==> config.mk <==
export PLATFORM = sky130hd
export DESIGN_NAME = nested_sum_unit
export DESIGN_NICKNAME = d
export VERILOG_FILES = /design/src/rtl/nested_sum_pkg.sv /design/src/rtl/nsum_ctrl.sv /design/src/rtl/nested_sum_unit.sv
export SDC_FILE = /design/constraint.sdc
export NUM_CORES = 1
export LEC_CHECK = 0
export ABC_AREA = 1
export CAP_MARGIN = 20
export CORE_ASPECT_RATIO = 1.5
export CORE_UTILIZATION = 35
export CTS_CLUSTER_SIZE = 14
export DETAILED_ROUTE_END_ITERATION = 8
export GPL_TIMING_DRIVEN = 1
export SLEW_MARGIN = 10
export SYNTH_ARGS = -nofsm -noshare
export SYNTH_HDL_FRONTEND = slang
export SYNTH_SLANG_ARGS = --single-unit
==> constraint.sdc <==
create_clock -name clk -period 4.8 [get_ports clk]
set_clock_uncertainty 0.05 [all_clocks]
set_input_delay 0.96 -clock clk [delete_from_list [all_inputs] [get_ports clk]]
set_output_delay 0.96 -clock clk [all_outputs]
set_load 0.1 [all_outputs]
==> src/rtl/nested_sum_pkg.sv <==
// Shared types and constants for the nested-loop summation engine.
// Holds the FSM state encoding and the accumulate-mode constants.
package nested_sum_pkg;

  typedef enum logic [1:0] {
    IDLE = 2'b00,
    BUSY = 2'b01,
    DONE = 2'b10
  } state_t;

  localparam logic MODE_COUNT = 1'b0;
  localparam logic MODE_J     = 1'b1;

endpackage

==> src/rtl/nsum_ctrl.sv <==
// Control FSM for nested_sum_unit: sequences accept, loop steps and drain.
// In: n_valid, abort, sum_ready, loop flags. Out: load, step, i_dec, state flags.
module nsum_ctrl
  import nested_sum_pkg::*;
(
  input  logic clk,
  input  logic reset,
  input  logic n_valid,
  input  logic abort,
  input  logic sum_ready,
  input  logic n_is_zero,
  input  logic j_eq_i,
  input  logic i_eq_1,
  output logic load,
  output logic step,
  output logic i_dec,
  output logic is_idle,
  output logic is_busy,
  output logic is_done
);

  state_t state_q;
  state_t state_d;

  always_ff @(posedge clk or posedge reset) begin
    if (reset) begin
      state_q <= IDLE;
    end else begin
      state_q <= state_d;
    end
  end

  always_comb begin
    state_d = state_q;
    load    = 1'b0;
    step    = 1'b0;
    i_dec   = 1'b0;
    unique case (state_q)
      IDLE: begin
        if (n_valid) begin
          load    = 1'b1;
          state_d = n_is_zero ? DONE : BUSY;
        end
      end
      BUSY: begin
        // abort beats the final iteration; acc is left untouched
        if (abort) begin
          state_d = IDLE;
        end else begin
          step = 1'b1;
          if (j_eq_i) begin
            if (i_eq_1) begin
              state_d = DONE;
            end else begin
              i_dec = 1'b1;
            end
          end
        end
      end
      DONE: begin
        if (sum_ready) begin
          state_d = IDLE;
        end
      end
      default: begin
        state_d = IDLE;
      end
    endcase
  end

  assign is_idle = (state_q == IDLE);
  assign is_busy = (state_q == BUSY);
  assign is_done = (state_q == DONE);

endmodule

==> src/rtl/nested_sum_unit.sv <==
// Nested-loop summation engine: i = N..1, j = 1..i, adds 1 or j per step.
// Ports: n_in/n_valid/n_ready in, sum/sum_valid/sum_ready out, mode, abort, overflow, busy.
module nested_sum_unit
  import nested_sum_pkg::*;
#(
  parameter int N_W   = 8,
  parameter int SUM_W = 32
) (
  input  logic             clk,
  input  logic             reset,
  input  logic [N_W-1:0]   n_in,
  input  logic             n_valid,
  output logic             n_ready,
  input  logic             mode,
  input  logic             abort,
  output logic [SUM_W-1:0] sum,
  output logic             sum_valid,
  input  logic             sum_ready,
  output logic             overflow,
  output logic             busy
);

  logic [N_W-1:0]   i_q;
  logic [N_W-1:0]   j_q;
  logic [SUM_W-1:0] acc_q;
  logic             ovf_q;
  logic             mode_q;

  logic load;
  logic step;
  logic i_dec;
  logic is_idle;
  logic is_busy;
  logic is_done;
  logic n_is_zero;
  logic j_eq_i;
  logic i_eq_1;

  logic [SUM_W-1:0] addend;
  logic [SUM_W:0]   add_w;

  assign n_is_zero = (n_in == '0);
  assign j_eq_i    = (j_q == i_q);
  assign i_eq_1    = (i_q == N_W'(1));

  // one extra bit so the carry feeds the sticky overflow
  assign addend = (mode_q == MODE_J) ? SUM_W'(j_q) : SUM_W'(1);
  assign add_w  = {1'b0, acc_q} + {1'b0, addend};

  nsum_ctrl u_ctrl (
    .clk       (clk),
    .reset     (reset),
    .n_valid   (n_valid),
    .abort     (abort),
    .sum_ready (sum_ready),
    .n_is_zero (n_is_zero),
    .j_eq_i    (j_eq_i),
    .i_eq_1    (i_eq_1),
    .load      (load),
    .step      (step),
    .i_dec     (i_dec),
    .is_idle   (is_idle),
    .is_busy   (is_busy),
    .is_done   (is_done)
  );

  always_ff @(posedge clk or posedge reset) begin
    if (reset) begin
      i_q    <= '0;
      j_q    <= '0;
      acc_q  <= '0;
      ovf_q  <= 1'b0;
      mode_q <= MODE_COUNT;
    end else if (load) begin
      i_q    <= n_in;
      j_q    <= N_W'(1);
      acc_q  <= '0;
      ovf_q  <= 1'b0;
      mode_q <= mode;
    end else if (step) begin
      acc_q <= add_w[SUM_W-1:0];
      ovf_q <= ovf_q | add_w[SUM_W];
      if (i_dec) begin
        i_q <= i_q - N_W'(1);
        j_q <= N_W'(1);
      end else if (!j_eq_i) begin
        j_q <= j_q + N_W'(1);
      end
    end
  end

  assign n_ready   = is_idle;
  assign busy      = is_busy;
  assign sum_valid = is_done;
  assign sum       = acc_q;
  assign overflow  = ovf_q;

endmodule

==> implementation parameters, run 1 <==
Parameter                              Value

Timing
  Maximum achievable frequency    0.326 GHz
  Final count of hold timing violations    0
  Crit share post-route    0.640
  Setup TNS after final layout    0 ps
  Setup WS post-layout    1730 ps
  Number of setup violations in the final report    0
  Relative slew slack    0.348
  RSZ-0062 raised after global routing    no
  Clock period minus final worst setup slack    roughly 3000 ps
  Slew of the pin with the lowest slew margin    975 ps
  Max Slew Vio Count    0

GRT
  Global-route wire length before repair    17.0 mm
  Pin count of the biggest net entering global routing    42
  Total gr overflow    0
  Vias in the first global route    around 3,800
  Number of antenna violations at the first check in global routing    0
  Global-route usage over all layers    0.193

Yosys
  Area of the mapped netlist    3810 um2
  Yosys top cell area share    0.341
  Most frequently used flop master after synthesis    dfrtp_1
  Cell type with the highest aggregate area in the netlist    dfrtp_1
  Flip-flop and latch count after synthesis    between 50 and 60
  Syn Nets    609
  Count leader, synth    nand2_1
  Sequential share of the synthesized area    0.341
  Cells after synthesis    583
  Share of flip-flops with an asynchronous set or reset    1.00
  Number of unique standard cell types used by synthesis    41
  Main area contributors after synthesis    dfrtp_1 34%, nand2_1 19%, inv_1 7.7%
  Synthesis warning total    0
  Mean cell area of the mapped netlist    around 6.5 um2
  Number of enable-type register cells in the synthesized netlist    0
  Leading post-synthesis cells by instance count    196 x nand2_1, 78 x inv_1, 71 x nor2_1

Power
  Clock power share    0.195
  Largest voltage drop on the vdd net    between 300 and 400 uV
  Combinational group share of total power    0.490
  Power density normalized to cell area    420 nW/um2
  Switching power of the nets    0.927 mW
  Internal power component    between 0.9 and 1 mW
  Relative contribution of sequential cells to total power    0.316
  Net Sw Frac    0.483
  Pleak    2.30 nW

Job
  Maxcap violations    0

CTS
  CTS tree    yes
  Post-CTS Repair Setup Buffers    0
  Total of cells resized after clock tree synthesis    0
  Maximum buffer depth of the clock tree    2
  Number of sinks handled by clock tree synthesis    52
  Clock-pin slew on the worst setup and hold paths    70 ps
  Hold buffers post-CTS    0
  Root Buffer Master    clkbuf_16
  # H-tree levels    2
  Clock latency on the worst-skew pair    300 ps
  Cts bufs inserted    5

Setup path
  Worst Setup Start Kind    flop
  Reg-to-reg startpoint    j_q[0]
  Critical Path Sink Type    primary output
  Path type of the worst setup path    reg2out
  Critical register-to-register path endpoint    sum[18]
  Required time at the worst-slack endpoint    3790 ps
  Worst EP arrival    2060 ps
  Crit-path max FO    3
  Worst Reg-to-Reg Cells    12
  Flop-to-flop setup slack    around 2400 ps

Detailed routing
  Number of antenna-violating nets in the routed design    0
  Uppermost layer routed    met4
  First-pass iteration count of the detailed router    4
  Wire length reported by the detailed router    10.1 mm
  Number of design-rule violations left by the first detailed-router iteration    198
  Routed length per instance    13.0 um
  Detailed-route DRC error count    0
  Overall via count from detail_route    roughly 3,800
  DR WL met2    5.24 mm
  Mean number of vias per cell    4.93
  Total met3 wirelength after detailed routing    ~300 um
  Post-route met1 wirelength    3.99 mm

Layout
  Ratio of cells with drive above 1 in the final layout    0.0653
  Antenna cells    0
  Count of nets after finishing    about 650
  Area growth syn-to-layout    19.8%
  Core Util, Final    0.431

Placement
  Placer congestion estimate    0.897
  Pre-CTS setup slack    1740 ps
  Final HPWL from detailed placement    7.90 mm
  Port Buffers    49

Status
  Outcome    completed

Die
  Die area    about 11,000 um2
  Die Span X    between 80 and 90 um
  Die outline height    130 um
  Starting Density    0.360
  Core area    10,600 um2
  Cell row count    between 40 and 50
  Count of pins on the block boundary    50

Hold path
  Worst min-delay path category    reg2reg
  Hold EP    sum[6]
  Hold Path Stages    2
  Origin of the worst min-delay path    sum[6]
## power by group through the flow
| stage | Combinational [mW] | Clock (mW) | Sequential (mW) |
|---|---|---|---|
| 3_3_place_gp | 0.921 | 0 | 0.608 |
| 6_report | 0.940 | 0.374 | 0.606 |
| 4_1_cts | 0.943 | 0.382 | 0.604 |
| 5_1_grt | 1.04 | 0.399 | 0.619 |
| 2_1_floorplan | 0.675 | 0 | 0.668 |
| 3_5_place_dp | 0.940 | 0 | 0.612 |
## kinds of logic (layout without fill, tap and decap cells)
kind of cell    Yosys count  after routing  synth area share
simple gates            356            356             0.404
buf+inv                  99            144             0.108
compound gates           53             53            0.0795
flops                    52             52             0.341
fa+ha+maj                12             12            0.0414
xor+xnor                 11             11            0.0253
## sequential cells by signal, summed over array words and instances (netlist names)
signal / flops
overflow: 1
sum: 32
mode_q: 1
i_q: 8
j_q: 8
u_ctrl.state_q: 2
## per-layer routing
metal / vias up / global-route usage
met5: - / 0
met4: 0 / 0.119
met3: 36 / 0.0285
met2: 90 / 0.363
met1: 1764 / 0.199
li1: 1919 / -
## how the worst max path moves through the flow
stage	slack, ps	cells after the start	endpoint	startpoint
floorplan	2060	2	sum_valid	u_ctrl.state_q[1]
global placement	1770	8	sum[28]	n_valid
detailed placement	1740	8	sum[28]	n_valid
CTS	1710	3	sum_valid	u_ctrl.state_q[1]
global route	1650	3	sum_valid	u_ctrl.state_q[1]
finish	1730	3	sum_valid	u_ctrl.state_q[1]
## critical path, cell delays in order (launching register included)
cell and delay (ps):
dfrtp_1 420, inv_1 60, nor2_1 130, clkdlybuf4s50_1 1160
## layout by cell type (no fill, tap or decap), drive strengths merged
cell type,instances
nand3b,1
o22ai,1
clkdlybuf4s50,49
xnor2,2
ha,11
a31oi,2
or2,2
nor3,14
inv,85
o21ai,30
xor2,9
a31o,1
o211ai,1
a21oi,14
a22o,1
nor3b,2
buf,2
dfrtp,52
and3,1
nand3,35
and2,2
a211oi,1
fa,1
nand2,203
clkbuf,6
o311ai,1
clkinv,2
nor2,78
nand4,18
o21bai,1
## metrics by stage
| step | total power [mW] | hold WS (ps) | std cells | cell area, um2 |
|---|---|---|---|---|
| after floorplan | 1.34 | 477 | 583 | 3810 |
| after global placement | 1.53 | 469 | 763 | 4400 |
| after detailed placement | 1.55 | 471 | 764 | 4420 |
| after CTS | 1.93 | 486 | 772 | 4560 |
| after global routing | 2.05 | 505 | 772 | 4560 |
| final | 1.92 | 480 | 772 | 4560 |
## area by class of cell
class | instances | area, um2
well taps | 144 | 180
multi-input cells | 432 | 2100
clock buffers | 6 | 139
fillers | 1153 | 6030
flip-flops and latches | 52 | 1300
inverters | 85 | 319
repair buffers | 51 | 518
clock inverters | 2 | 10.0
Power figures use the tool's default switching activity.
==> run 2: changes to the inputs <==
clock period = 2.75 ns   (was 4.8 ns; I/O delays follow)
==> run 2 against run 1 <==
Final area fell by 1.9%. Via count fell by 1.6%. Combinational power rose by 69%. Power rose by 72%. Hold slack got worse by 14 ps. Non-clock buffer count rose by 1. Final cell count rose by 0.13%. Clock-buffer cell count fell by 1. Clock power rose by 72%. Die area did not move. Register-to-register slack got worse by 2100 ps. Setup slack got worse by 1400 ps. Largest power group unchanged.
==> implementation parameters, run 2 (synthesis gave the netlist of run 1 again) <==
Parameter                              Value

CTS
  Clock-pin slew on the worst setup and hold paths    70 ps (about the same)
  Post-CTS Repair Setup Buffers    0 (unchanged)
  Cts bufs inserted    5 (unchanged)
  Number of sinks handled by clock tree synthesis    52 (unchanged)
  Hold buffers post-CTS    0 (unchanged)
  CTS tree    yes (unchanged)
  # H-tree levels    2 (unchanged)
  Clock latency on the worst-skew pair    310 ps (was 300 ps)
  Root Buffer Master    clkbuf_16 (unchanged)
  Total of cells resized after clock tree synthesis    0 (unchanged)
  Maximum buffer depth of the clock tree    2 (unchanged)

GRT
  Global-route wire length before repair    16.4 mm (was 17.0 mm)
  Number of antenna violations at the first check in global routing    0 (unchanged)
  Vias in the first global route    3,554 (was 3,823)
  Total gr overflow    0 (unchanged)
  Pin count of the biggest net entering global routing    32 (was 42)
  Global-route usage over all layers    0.189 (was 0.193)

Setup path
  Worst path max stage delay    480 ps (was 1160 ps)
  Capture point of the critical path    sum[20] (was sum_valid)
  Critical Path Sink Type    flop (was primary output)
  Critical Path Most Common Cell    nand2_1
  Worst setup path startpoint    j_q[0] (was u_ctrl.state_q[1])
  Flop-to-flop setup slack    370 ps (was 2440 ps)
  Worst EP arrival    2520 ps (was 2060 ps)
  Slowest stage cell, crit path    dfrtp_1 (was clkdlybuf4s50_1)
  Critical-path cell list    inv_1 -> nand2_1 -> ha_1 -> inv_1 -> fa_1 -> o21ai_2 -> nand2_1 -> nand2_1 -> nand2_2 -> nor3b_1 -> nor2_1 (was inv_1 -> nor2_1 -> clkdlybuf4s50_1)
  Worst Setup Start Kind    flop (unchanged)
  Crit-path max FO    7 (was 3)
  Critical register-to-register path endpoint    sum[20] (was sum[18])
  Worst Reg-to-Reg Cells    11 (was 12)
  Reg-to-reg startpoint    j_q[0] (unchanged)
  Required time at the worst-slack endpoint    2890 ps (was 3790 ps)
  Path type of the worst setup path    reg2reg (was reg2out)

Detailed routing
  Overall via count from detail_route    3,749 (was 3,809)
  DR WL met2    5.65 mm (was 5.24 mm)
  Routed length per instance    13.2 um (was 13.0 um)
  Detailed-route DRC error count    0 (unchanged)
  Number of design-rule violations left by the first detailed-router iteration    215 (was 198)
  First-pass iteration count of the detailed router    5 (was 4)
  Total met3 wirelength after detailed routing    283 um (was 304 um)
  Wire length reported by the detailed router    10.2 mm (was 10.1 mm)
  Uppermost layer routed    met4 (unchanged)
  Mean number of vias per cell    4.85 (was 4.93)
  Number of antenna-violating nets in the routed design    0 (unchanged)
  Post-route met1 wirelength    4.03 mm (was 3.99 mm)

Placement
  Port Buffers    49 (unchanged)
  Placer congestion estimate    0.836 (was 0.897)
  Final HPWL from detailed placement    8.04 mm (was 7.90 mm)
  Area after detailed placement    4330 um2 (was 4420 um2)

Timing
  Setup TNS after final layout    0 ps (unchanged)
  Clock period minus final worst setup slack    approximately 2400 ps
  Number of setup violations in the final report    0 (unchanged)
  Slew of the pin with the lowest slew margin    511 ps (was 975 ps)
  Crit share post-route    0.865
  Max Slew Vio Count    0 (unchanged)
  Relative slew slack    0.659 (was 0.348)
  RSZ-0062 raised after global routing    no (unchanged)
  Final count of hold timing violations    0 (unchanged)
  Maximum achievable frequency    0.420 GHz

Die
  Count of pins on the block boundary    50 (unchanged)
  Cell row count    46 (unchanged)
  Die Span X    87.2 um (unchanged)
  Starting Density    0.360 (unchanged)
  Core area    10,600 um2 (unchanged)
  Die outline height    130 um (unchanged)
  Die area    11,300 um2 (unchanged)

Power
  Power density normalized to cell area    736 nW/um2 (was 420 nW/um2)
  Largest voltage drop on the vdd net    560 uV (was 338 uV)
  Combinational group share of total power    0.482 (was 0.490)
  Switching power of the nets    1.60 mW (was 0.927 mW)
  Clock power share    0.195 (about the same)
  Internal power component    1.69 mW (was 0.992 mW)
  Net Sw Frac    0.486 (was 0.483)
  Relative contribution of sequential cells to total power    0.322 (was 0.316)
  Pleak    2.37 nW (was 2.30 nW)

Hold path
  Worst min-delay path category    reg2reg (unchanged)

Layout
  Antenna cells    0 (unchanged)
  Ratio of cells with drive above 1 in the final layout    0.124 (was 0.0653)
  Total of fill cells in the finished design    1,147 (was 1,153)
  Count of nets after finishing    654 (was 653)
  Number of flip-flops under the largest register name    32 (unchanged)
  Leading cell types in the layout, fill and taps excluded    196 x nand2_1, 77 x inv_1, 71 x nor2_1 (unchanged)
  Most common cell after layout, fill and taps aside    nand2_1 (unchanged)
  Final standard cell area without fillers    4480 um2 (was 4560 um2)
  Area growth syn-to-layout    17.5% (was 19.8%)

Job
  Maxcap violations    0 (unchanged)

Status
  Outcome    completed (unchanged)
==> run 2: changes by cell type in the layout (fill, tap and decap cells not counted), sizes merged <==
cell,delta
clkinv,+1
buf,+37
clkdlybuf4s50,-36
clkbuf,-1
==> run 2: per-stage QoR <==
| step | utilization | total power [mW] | worst slack [ps] | hold WS [ps] | std cells |
|---|---|---|---|---|---|
| floorplan | - | 2.34 | 202 | 477 | 583 |
| global placement | 0.409 | 2.66 | 404 | 470 | 765 |
| detailed placement | 0.409 | 2.67 | 389 | 459 | 765 |
| CTS | 0.423 | 3.32 | 352 | 473 | 773 |
| global route | 0.423 | 3.52 | 140 | 508 | 773 |
| finish | 0.423 | 3.30 | 371 | 466 | 773 |
==> run 2: critical path: cells and delay by family, from the launching register on <==
kind	cells	cell delay, ps
AOI/OAI and AO/OA	1	240
adders and majority gates	2	570
buffers and inverters	2	150
DFF	1	480
and+or+nand+nor	6	770
==> run 2: routing by layer <==
layer  global-route usage  vias up
met5                    0        -
met2                0.366       69
met1                0.200     1745
met3               0.0278       15
met4               0.0800        0
li1                     -     1920
==> run 2: worst min path at each step <==
stage            start       to  cells after the start
5_1_grt         sum[4]   sum[4]                      2
2_1_floorplan   j_q[0]   j_q[0]                      1
6_report        sum[5]   sum[5]                      2
3_3_place_gp   sum[12]  sum[12]                      1
4_1_cts         sum[5]   sum[5]                      2
3_5_place_dp    sum[5]   sum[5]                      2
==> run 2: layout make-up <==
cell class | instances | area [um2] | share of cell area
Multi-Input combinational cell | 432 | 2100 | 0.468
Sequential cell | 52 | 1300 | 0.291
Timing Repair Buffer | 52 | 435 | 0.0973
Inverter | 85 | 319 | 0.0713
Tap cell | 144 | 180 | 0.0402
Clock buffer | 5 | 125 | 0.0279
Clock inverter | 3 | 18.8 | 0.00419
==> run 2: power by group through the flow <==
stage / Clock [mW] / Sequential, mW / Combinational, mW
2_1_floorplan: 0 / 1.17 / 1.18
3_3_place_gp: 0 / 1.07 / 1.59
3_5_place_dp: 0 / 1.08 / 1.60
4_1_cts: 0.654 / 1.06 / 1.60
5_1_grt: 0.687 / 1.08 / 1.75
6_report: 0.643 / 1.06 / 1.59
==> run 3: changes to the inputs <==
TNS_END_PERCENT = 20   (was not set)
==> results of run 3 <==
The final DEF is identical to that of run 2; final timing and power are the same.
